--- src/rtl/phase_demand_scheduler.sv ---
`default_nettype none
// ============================================================================
// Module      : phase_demand_scheduler
// Description : Three-phase traffic signal scheduler (A = main through,
//               B = main turn, C = branch). Each phase is served on latched
//               vehicle demand, with min/max green, yellow and all-red
//               clearance, and a pedestrian walk that runs during phase C
//               green.
// Ports       : clk       - clock, all state changes on the rising edge
//               rst       - synchronous active-high reset
//               req[2:0]  - level vehicle demand per phase (bit0 = A)
//               ped_req   - pedestrian push-button
//               green     - one-hot green per phase
//               yellow    - one-hot yellow per phase
//               all_red   - all-red clearance indication
//               ped_walk  - walk indication (phase C green only)
//               cur_phase - phase owning green/yellow (0=A, 1=B, 2=C)
// Revision    : 1.0 - initial release
// ============================================================================
module phase_demand_scheduler #(
  parameter int MIN_GREEN = 8,
  parameter int MAX_GREEN = 20,
  parameter int YELLOW_T  = 3,
  parameter int ALLRED_T  = 2,
  parameter int WALK_T    = 5
) (
  input  logic       clk,
  input  logic       rst,
  input  logic [2:0] req,
  input  logic       ped_req,
  output logic [2:0] green,
  output logic [2:0] yellow,
  output logic       all_red,
  output logic       ped_walk,
  output logic [1:0] cur_phase
);

  localparam logic [1:0] S_GREEN  = 2'd0;
  localparam logic [1:0] S_YELLOW = 2'd1;
  localparam logic [1:0] S_ALLRED = 2'd2;

  localparam logic [7:0] MIN_LAST    = 8'(MIN_GREEN - 1);
  localparam logic [7:0] MAX_LAST    = 8'(MAX_GREEN - 1);
  localparam logic [7:0] YELLOW_LAST = 8'(YELLOW_T - 1);
  localparam logic [7:0] ALLRED_LAST = 8'(ALLRED_T - 1);
  localparam logic [7:0] WALK_LAST   = 8'(WALK_T - 1);
  localparam logic [7:0] CNT_SAT     = 8'(MAX_GREEN);

  logic [1:0] state;
  logic [1:0] cur;
  logic [7:0] cnt;
  logic [2:0] pending;
  logic       ped_pending;
  logic       walk;

  function automatic logic [2:0] onehot(input logic [1:0] p);
    case (p)
      2'd0:    onehot = 3'b001;
      2'd1:    onehot = 3'b010;
      2'd2:    onehot = 3'b100;
      default: onehot = 3'b000;
    endcase
  endfunction

  function automatic logic [1:0] succ(input logic [1:0] p);
    succ = (p == 2'd2) ? 2'd0 : p + 2'd1;
  endfunction

  logic [2:0] cur_oh;
  logic       other_pending;
  logic       cur_req;
  logic       walk_hold;
  logic       green_exit;
  logic       yellow_exit;
  logic       allred_exit;
  logic       transition;
  logic [1:0] cand1;
  logic [1:0] cand2;
  logic [1:0] next_cur;
  logic       ped_accept;
  logic       walk_start;
  logic [2:0] pending_set;
  logic [2:0] pending_nxt;

  always_comb begin
    cur_oh        = onehot(cur);
    other_pending = |(pending & ~cur_oh);
    cur_req       = |(req & cur_oh);
    // A running walk pins phase C green until the walk interval is complete.
    walk_hold     = walk && (cur == 2'd2) && (cnt < WALK_LAST);
    green_exit    = (state == S_GREEN) && other_pending && !walk_hold &&
                    (((cnt >= MIN_LAST) && !cur_req) || (cnt >= MAX_LAST));
    yellow_exit   = (state == S_YELLOW) && (cnt >= YELLOW_LAST);
    allred_exit   = (state == S_ALLRED) && (cnt >= ALLRED_LAST);
    transition    = green_exit || yellow_exit || allred_exit;

    // Round-robin pick starting after the current phase; if nothing is
    // pending (only possible in corner cases) return to the current phase.
    cand1 = succ(cur);
    cand2 = succ(cand1);
    if (|(pending & onehot(cand1)))      next_cur = cand1;
    else if (|(pending & onehot(cand2))) next_cur = cand2;
    else                                 next_cur = cur;

    ped_accept = ped_req && !walk;
    walk_start = allred_exit && (next_cur == 2'd2) && ped_pending;

    // The phase currently showing green does not latch its own demand.
    pending_set = (req & ((state == S_GREEN) ? ~cur_oh : 3'b111)) |
                  {ped_accept, 2'b00};
    pending_nxt = pending | pending_set;
    // Entry into green clears that phase's bit, overriding a same-edge set.
    if (allred_exit) pending_nxt = pending_nxt & ~onehot(next_cur);
  end

  always_ff @(posedge clk) begin
    if (rst) begin
      state       <= S_GREEN;
      cur         <= 2'd0;
      cnt         <= 8'd0;
      pending     <= 3'b000;
      ped_pending <= 1'b0;
      walk        <= 1'b0;
    end else begin
      pending <= pending_nxt;

      if (transition)          cnt <= 8'd0;
      else if (cnt < CNT_SAT)  cnt <= cnt + 8'd1;

      case (state)
        S_GREEN:  if (green_exit)  state <= S_YELLOW;
        S_YELLOW: if (yellow_exit) state <= S_ALLRED;
        S_ALLRED: if (allred_exit) state <= S_GREEN;
        default:                   state <= S_GREEN;
      endcase

      if (allred_exit) cur <= next_cur;

      if (walk_start)      ped_pending <= 1'b0;
      else if (ped_accept) ped_pending <= 1'b1;

      if (walk_start)
        walk <= 1'b1;
      else if ((state != S_GREEN) || (cnt >= WALK_LAST))
        walk <= 1'b0;
    end
  end

  always_comb begin
    green     = (state == S_GREEN)  ? cur_oh : 3'b000;
    yellow    = (state == S_YELLOW) ? cur_oh : 3'b000;
    all_red   = (state == S_ALLRED);
    ped_walk  = walk;
    cur_phase = cur;
  end

endmodule
`default_nettype wire

--- config.mk ---
export PLATFORM = sky130hd
export DESIGN_NAME = phase_demand_scheduler
export DESIGN_NICKNAME = d
export VERILOG_FILES = /design/src/rtl/phase_demand_scheduler.sv
export SDC_FILE = /design/constraint.sdc
export NUM_CORES = 1
export LEC_CHECK = 0
export CAP_MARGIN = 10
export CORE_MARGIN = 3
export CORE_UTILIZATION = 55
export CTS_CLUSTER_SIZE = 12
export DETAILED_ROUTE_END_ITERATION = 10
export PLACE_DENSITY = 0.81
export SETUP_SLACK_MARGIN = 0.4
export SYNTH_ARGS = -nofsm -noshare
export SYNTH_HDL_FRONTEND = slang
export SYNTH_SLANG_ARGS = --single-unit
--- constraint.sdc ---
create_clock -name clk -period 3.1 [get_ports clk]
set_input_delay 0.31 -clock clk [delete_from_list [all_inputs] [get_ports clk]]
set_output_delay 0.31 -clock clk [all_outputs]
set_load 0.005 [all_outputs]
==> reports/results.ini <==
[clocking]
root_buffer=clkbuf_4
cts.sinks=17
clockBufferDepth=2
cts_resized=0
cts.clk_slew.worst_paths_ns=0.10
worstSkewPairLatency_ns=0.30
post-cts-setup-buffers=0
htree_levels=1
cts_buffers=3
postCtsHoldBufs=0
tritoncts=yes

[critical_path]
crit_path_start_kind=flip-flop
r2r_start=cur_phase[1]$_SDFFE_PP0N_
rrSetupSlack_ns=0.86
setup.worst_path.end_class=flip-flop
arrival_ns=2.48
crit_type=flip-flop to flip-flop
reg2regPathDepth=5
reg2reg_to=cnt[1]$_SDFFE_PP0N_
critPathRequiredTime_ns=3.34
crit_fanout=12

[sta]
finalSetupViolCount=0
setup_tns_ns=0
timing.final.crit_share_pct=72.3
worst_hold_slack_ns=0.450
hold_violations=0
max_slew_margin_pct=69.9
clock-skew-final_ns=0.00165
rsz0062_at_grt=false
slew_viol_final=0
period_needed_ns=2.24
worst_pin_slew_ns=0.452
fmax_mhz=446

[synth]
synth_cell_types=36
synth_fa_ha_area_share_pct=5.04
synth_top_family_by_area=simple AND/OR/NAND/NOR gates
synth_area_um2=993
muxShareOfSynthArea_pct=2.02
yosysTopAreaCell=dfxtp_1
synth_xor_area_share_pct=2.64
syn-mean-instance-area_um2=8.08
ys_async_sr_fraction_pct=0
ys_ff_latch=17
synthFlopType=dfxtp_1
yosysMostFrequentCell=dfxtp_1
syn_nets=133
yosys.area_share.simple_pct=26.4
synth_compound_area_share_pct=22.3
syn_inst=123
synthTopCellsByArea=dfxtp_1 34%, ha_1 5.0%, a211oi_1 4.5%
synth_top_area_share_pct=34.3
synthTopCellsByCount=17 x dfxtp_1, 12 x inv_1, 12 x nor2_1
ys_seq_area_share_pct=34.3
synth_edf_count=0
ys_warn_count=0

[global_route]
grt_pass1_wl_mm=3.59
grt_start_max_net_pins=14
antenna_found_initial=0
grt_use_total_pct=19.3
grt_pass1_vias=827
gr-total-overflow=0

[final_layout]
layout-drive-gt1-share_pct=8.70
fin_nets=149
diodes=0
syn_to_final_growth_pct=18.8
utilization_pct=74.0
final_cell_area_um2=1180

[power]
power_density_nw_per_um2=482
ir_worst_vdd_v=0.000361
leakagePower_nw=0.445

[place]
dp_hpwl_mm=1.56
portBuffers=15
place_area_um2=1150
gp_congestion=0.776

[detailed_routing]
drc_errors=0
first_pass_iters=4
vias_per_cell=5.75
wl_per_cell_um=12.7
detail-route-antenna-nets=0
num_vias=932
drt-total-wl_mm=2.06
drtIter0Drc=12

[die]
start_util_pct=62.3
boundaryPins=16
die_area_um2=2350
die_width_um=48.5
die_h_um=48.5
fp.coreArea_um2=1590
core.rowCount=14

[hold_path]
min_path_type=flip-flop to flip-flop
min_path_cells=2
hold_start=cnt[5]$_SDFFE_PP0N_
hold_path_end=cnt[5]$_SDFFE_PP0N_

[run_status]
status=finished, final reports clean

[run]
cap_violations=0

[critical path: stages, from the launching register on]
cell,delay [ns]
dfxtp_1,0.57
nor2b_1,0.35
nand4_1,0.14
and4_4,0.22
or4_1,0.70
a21oi_2,0.21
[layer usage]
layer,vias up,track usage [%],routed length [um]
met2,32,30.5,894
li1,466,-,-
met3,9,4.60,132
met4,0,9.48,60
met1,425,24.6,977
met5,-,0,0
[through the flow]
step / cells / setup slack, ns / power [mW]
after floorplan: 123 / 1.12 / 0.420
after global placement: 158 / 1.02 / 0.442
after detailed placement: 158 / 0.921 / 0.450
after CTS: 162 / 0.889 / 0.570
after global routing: 162 / 0.716 / 0.612
final: 162 / 0.858 / 0.569
[layout by cell type, fill, tap and decap left out, types with 2 or more instances in the layout]
| cell | n |
|---|---|
| nand2_1 | 8 |
| nand4_1 | 2 |
| dfxtp_1 | 17 |
| inv_1 | 12 |
| nor2_1 | 12 |
| nand3_1 | 3 |
| or3_1 | 2 |
| mux2i_1 | 2 |
| nand2b_1 | 5 |
| a211oi_1 | 6 |
| xnor2_1 | 2 |
| nor2b_1 | 5 |
| a21oi_2 | 5 |
| ha_1 | 4 |
| clkdlybuf4s50_1 | 15 |
| clkbuf_4 | 3 |
| a21oi_1 | 7 |
| nor3_1 | 6 |
| o21ai_0 | 4 |
[flip-flops by register name, indices dropped and copies added, names as in the netlist]
register	count
cur_phase	2
state	2
ped_pending	1
cnt	8
ped_walk	1
pending	3
[final cells by class]
type / instances / area (um^2)
multi-input combinational: 89 / 581
fill: 126 / 414
sequential: 17 / 340
timing repair buffer: 16 / 158
inverter: 12 / 45.0
tap: 24 / 30.0
clock buffer: 4 / 26.3
[report_power, final]
part | internal [mW] | leakage, nW | switching (mW)
registers | 0.241 | 0.139 | 0.0349
logic | 0.0759 | 0.291 | 0.0944
clock network | 0.0502 | 0.0150 | 0.0722
[kinds of logic after synthesis]
| family | Yosys count |
|---|---|
| compound gates | 31 |
| xor+xnor | 3 |
| fa+ha+maj | 4 |
| buf+inv | 17 |
| flops | 17 |
| mux | 2 |
| simple gates | 49 |
[worst max path at each step]
stage,from,to,slack [ns],cells after the start
floorplan,cnt[2]$_SDFFE_PP0N_,cnt[4]$_SDFFE_PP0N_,1.12,6
global placement,cnt[1]$_SDFFE_PP0N_,cnt[4]$_SDFFE_PP0N_,1.02,6
detailed placement,cur_phase[1]$_SDFFE_PP0N_,cnt[1]$_SDFFE_PP0N_,0.92,5
CTS,cur_phase[1]$_SDFFE_PP0N_,cnt[1]$_SDFFE_PP0N_,0.89,5
global route,cur_phase[1]$_SDFFE_PP0N_,cnt[1]$_SDFFE_PP0N_,0.72,5
finish,cur_phase[1]$_SDFFE_PP0N_,cnt[1]$_SDFFE_PP0N_,0.86,5
Note: power is estimated with default switching activity, not from simulation.
==> variant 1: new RTL, same settings <==
Make the reset (`rst`) asynchronous in one clocked block. Comments in the files are not updated.
--- a/src/rtl/phase_demand_scheduler.sv
+++ b/src/rtl/phase_demand_scheduler.sv
@@ -114,5 +114,5 @@
   end
 
-  always_ff @(posedge clk) begin
+  always_ff @(posedge clk or posedge rst) begin
     if (rst) begin
       state       <= S_GREEN;
Formal check against the unedited RTL: differs if rst is asserted again (counterexample within 10 cycles, from zero or initial values and one cycle with rst high); with rst held inactive, the same outputs for 10 cycles.
==> variant 1 against the unedited design <==
  * Critical path depth is 2 lower
  * Synthesized area up 7.1%
  * Wire length up 3.9%
  * Clock skew grew 0.0071 ns
  * Count of clock-buffer cells in the layout unchanged
  * Sequential cell count stayed put
  * Setup slack improved by 0.13 ns
  * Register-to-register slack gained 0.22 ns
  * Final area increased by 6.7%
  * Largest cell class unchanged
Power is not compared: it rests on default switching activity, and its combinational part moved more than twofold at a synthesized area within 25%.
==> variant 1: results (changes against the unedited design) <==
Critical path:
- The register-to-register setup slack is 1.08 ns (+0.22 ns).
- The endpoint identified for the worst register-to-register timing path is ped_walk.
- The worst path arrival time is 1.80 ns (-0.68 ns).
- The start of the worst register-to-register path is cnt[1].
- The highest cell delay on the worst timing path is 0.55 ns (-0.15 ns).
- Among all stages on the critical path, the largest delay is contributed by clkdlybuf4s50_1.
- The number of cells traversed by the worst register-to-register path was 6 (+1).
- Broken down by cell family, the worst path's largest delay share belongs to buffers and inverters.

Yosys:
- The adder-cell share of the synthesized area is 4.71% (-0.33 points).
- The count of cell types in the netlist was 42 (+17%).
- The fraction of synthesized area in multiplexers was 2.94% (+0.93 points).
- The async set-reset flop share out of synthesis is 100% (+100 points).
- The share of the yosys chip area belonging to registers is 40.0% (+5.7 points).
- The synthesized-area fraction occupied by xor and xnor cells came to 2.47% (-0.17 points).
- By area the synthesized netlist is led by dfrtp_1 (40%), ha_1 (4.7%), nor3_2 (4.7%), nor3b_2 (3.5%), nor2_1 (3.2%).
- In the synthesized netlist, the cells that appear most often are dfrtp_1 (17), nor2_1 (9), inv_1 (7).

Timing:
- The final setup skew is 0.00880 ns (+0.00715 ns).
- The hold slack is 0.408 ns (-0.0422 ns).
- The max-slew headroom at the worst pin is 56.9% (-13 points).

Place:
- The final weighted congestion in routability-driven placement is 0.800 (+3.1%).
- The post-DP HPWL came to 1.65 mm (+6.1%).

Routing:
- The mean routed wirelength per cell is 14.6 µm (+15%).
- The iteration-0 DRC count of the detailed router is 22 (+10).

Final layout:
- The share of cells above drive strength 1 is 14.8% (+6.1 points).
- The post-layout net count was 133 (-11%).

Worst hold path:
- The class of the most critical hold timing path is input port to asynchronous set/reset pin.

Status:
- The run finished with clean final reports.

Global routing:
- The overall routing resource usage came to 19.9% (+0.66 points).
[variant 1: stage by stage]
stage          util [%]  std cells  power (mW)  setup WS [ns]
6_report           70.6        147        1.11          0.990
4_1_cts            70.6        147        1.12          0.999
3_5_place_dp       69.1        143        1.01           1.10
5_1_grt            70.6        147        1.21          0.835
2_1_floorplan         -        105       0.816           1.30
3_3_place_gp       69.1        143       0.975           1.18
[variant 1: power groups by stage]
stage	registers (mW)	clock network, mW	logic [mW]
detailed placement	0.394	0	0.611
floorplan	0.348	0	0.468
global route	0.405	0.135	0.671
finish	0.392	0.119	0.604
CTS	0.390	0.122	0.612
global placement	0.389	0	0.586
[variant 1: how the worst max path moves through the flow]
stage	end	slack, ns	cells past startpoint	from
floorplan	ped_walk	1.30	6	cnt[1]
global placement	ped_walk	1.18	6	cnt[1]
detailed placement	ped_walk	1.10	6	cnt[1]
CTS	green[1]	1.0	3	cur_phase[1]
global route	green[1]	0.83	3	cur_phase[1]
finish	green[1]	0.99	3	cur_phase[1]
[variant 1: metal layers]
layer / track usage [%] / part of all wire [%] / vias up
li1: - / - / 413
met1: 24.0 / 44 / 398
met2: 34.8 / 50 / 22
met3: 3.32 / 3.7 / 6
met4: 8.29 / 2.1 / 0
met5: 0 / 0 / -
[variant 1: area by class of cell]
class	count	area, µm²
Tap cell	25	31.3
Inverter	7	26.3
Clock buffer	4	26.3
Timing Repair Buffer	15	150
Sequential cell	17	425
Multi-Input combinational cell	79	599
Fill cell	137	524
[variant 1: cells by family after synthesis]
kind of cell               count (synthesis)
and+or+nand+nor                           46
DFF                                       17
muxes                                      3
AOI/OAI and AO/OA                         23
xor gates and xnor gates                   3
buffers and inverters                      9
adders and majority gates                  4
==> variant 2: new RTL, same settings <==
Made on the original files. Set the parameter `MIN_GREEN` to 4 (it was 8).
--- a/src/rtl/phase_demand_scheduler.sv
+++ b/src/rtl/phase_demand_scheduler.sv
@@ -19,5 +19,5 @@
 // ============================================================================
 module phase_demand_scheduler #(
-  parameter int MIN_GREEN = 8,
+  parameter int MIN_GREEN = 4,
   parameter int MAX_GREEN = 20,
   parameter int YELLOW_T  = 3,
Formal check against the unedited RTL: not equivalent (a bounded check fails within 10 cycles, from zero or initial values and one cycle with rst high).
==> variant 2 against the unedited design <==
  * Setup slack improved by 0.099 ns
  * Final area decreased by 0.11%
  * Largest cell class unchanged
  * Sequential cell count is the same
  * Maximum frequency rose by 4.6%
  * Wire length is 1.2% lower
  * Highest routed layer unchanged
  * Synthesized area decreased by 0.38%
Power is not compared: it rests on default switching activity, and its combinational part moved more than twofold at a synthesized area within 25%.
==> variant 2: results (changes against the unedited design) <==
Critical path:
- The worst path arrival time was 1.83 ns (-0.65 ns).
- The endpoint identified for the worst register-to-register timing path is cnt[4].
- The highest cell delay on the worst timing path is 0.49 ns (-0.21 ns).
- The number of cells traversed by the worst register-to-register path is 7 (+2).
- The end point of the critical path is green[2].
- The register-to-register setup slack came to 0.98 ns (+0.12 ns).
- The worst-path maximum fanout is 9 (-3).
- In this run the critical register-to-register path is launched from cnt[1].
- On the critical path, the stage with the largest delay is an instance of dfxtp_1.

Global routing:
- The pin count of the biggest net entering global routing came to 13 (-1).
- The overall routing resource usage was 18.6% (-0.71 points).
- The wire length of the first global-routing pass is 3.42 mm (-5.0%).
- The via count of the first global-routing pass came to 795 (-3.9%).

Final layout:
- The layout filler cell count is 128 (+1.6%).
- The number of standard cells in the final layout excluding fillers was 155 (-4.3%).
- The post-layout net count came to 142 (-4.7%).
- The share of cells above drive strength 1 is 9.92% (+1.2 points).
- The number of diodes came to 0 (unchanged).
- The final non-filler cell area was 1180 µm² (-0.11%).

Timing:
- The final setup skew is 0.00470 ns (+0.00305 ns).
- The transition time at the pin with the least slew margin came to 0.437 ns (-0.0150 ns).
- The final worst-path cycle share came to 69.1% (-3.2 points).

Clocking:
- The root buffer cell is clkbuf_4.
- The maximum level of the CTS H-tree is 1 (unchanged).

Yosys:
- The post-synthesis register bit count is 17 (unchanged).
- By area the synthesized netlist is led by dfxtp_1 (34%), ha_1 (5.1%), nor2b_1 (5.1%), nand2_1 (4.2%), a211oi_1 (3.8%).
- The commonest cells after synthesis are dfxtp_1 (17), nand2_1 (11), nor2_1 (9).
- The net count after synthesis is 125 (-6.0%).
- The total number of yosys warnings is 0 (unchanged).
- The mean instance size in the synthesized netlist is 8.61 µm² (+6.6%).
- The async set-reset flop share out of synthesis came to 0% (unchanged).
- The count of cell types in the netlist is 40 (+11%).
- The share of the yosys chip area belonging to registers is 34.4% (+0.13 points).

Worst hold path:
- The class of the most critical hold timing path is register to register.

Routing:
- The iteration-0 DRC count of the detailed router is 13 (+1).
- The post-detailed-route via-to-cell ratio is 5.55 (-3.6%).
- The total wire length after detailed routing came to 2.04 mm (-1.2%).

Status:
- The run finished with clean final reports.

Place:
- The post-placement cell count is 151 (-4.4%).
- The post-DP HPWL is 1.58 mm (+1.4%).
- The minimum setup slack after placement came to 0.992 ns (+0.0705 ns).
- The final weighted congestion in routability-driven placement is 0.761 (-1.9%).

Power:
- The analysis attributes to cell leakage a power of 0.479 nW.
==> variant 2: cell types whose count changed after synthesis, moves of 3 or more <==
| cell | before | now |
|---|---|---|
| nand2_1 | 8 | 11 |
| a21oi_2 | 5 | 0 |
| nor2_1 | 12 | 9 |
| and2_1 | 0 | 6 |
| o21ai_0 | 4 | 1 |
| inv_1 | 12 | 7 |
| nor2b_1 | 5 | 8 |
==> variant 2: cells by family after synthesis <==
logic type               share of synthesized area, %
AND/OR/NAND/NOR                                  30.5
AO/OA/AOI/OAI                                    20.6
flip-flops                                       34.4
buffers and inverters                            4.55
adder cells (fa/ha/maj)                          5.06
multiplexers                                     3.16
XOR/XNOR                                         1.77
==> variant 2: where the power goes <==
group          switching, mW  leakage [nW]  total, mW  internal, mW
Sequential            0.0132         0.139      0.241         0.228
Combinational         0.0359         0.322     0.0767        0.0408
Clock                 0.0724        0.0177      0.121        0.0482
==> variant 2: worst min path at each step <==
stage	from	end	slack, ns	depth (start not counted)
final	ped_pending	ped_pending	0.49	1
after global routing	ped_pending	ped_pending	0.51	1
after CTS	ped_pending	ped_pending	0.49	1
after detailed placement	ped_pending	ped_pending	0.48	1
after global placement	ped_pending	ped_pending	0.46	1
after floorplan	ped_pending	ped_pending	0.44	1
==> variant 2: worst max-delay path, delay by kind of cell (launching register included) <==
kind | cells | cell delay, ns
buf+inv | 2 | 0.55
flops | 1 | 0.49
simple gates | 2 | 0.49
==> variant 2: metal layers <==
layer	vias to the layer above	share of wire, %	global-route usage, %
li1	435	-	-
met1	401	46	22.3
met2	21	48	31.9
met3	3	5.0	6.44
met4	0	0.78	4.27
met5	-	0	0
==> variant 2: cell type report <==
type                    count  area share (%)
multi-input cells          88            51.3
flip-flops and latches     17            28.9
repair buffers             15            12.7
well taps                  24            2.55
inverters                   7            2.23
clock buffers               3            1.91
clock inverters             1           0.425
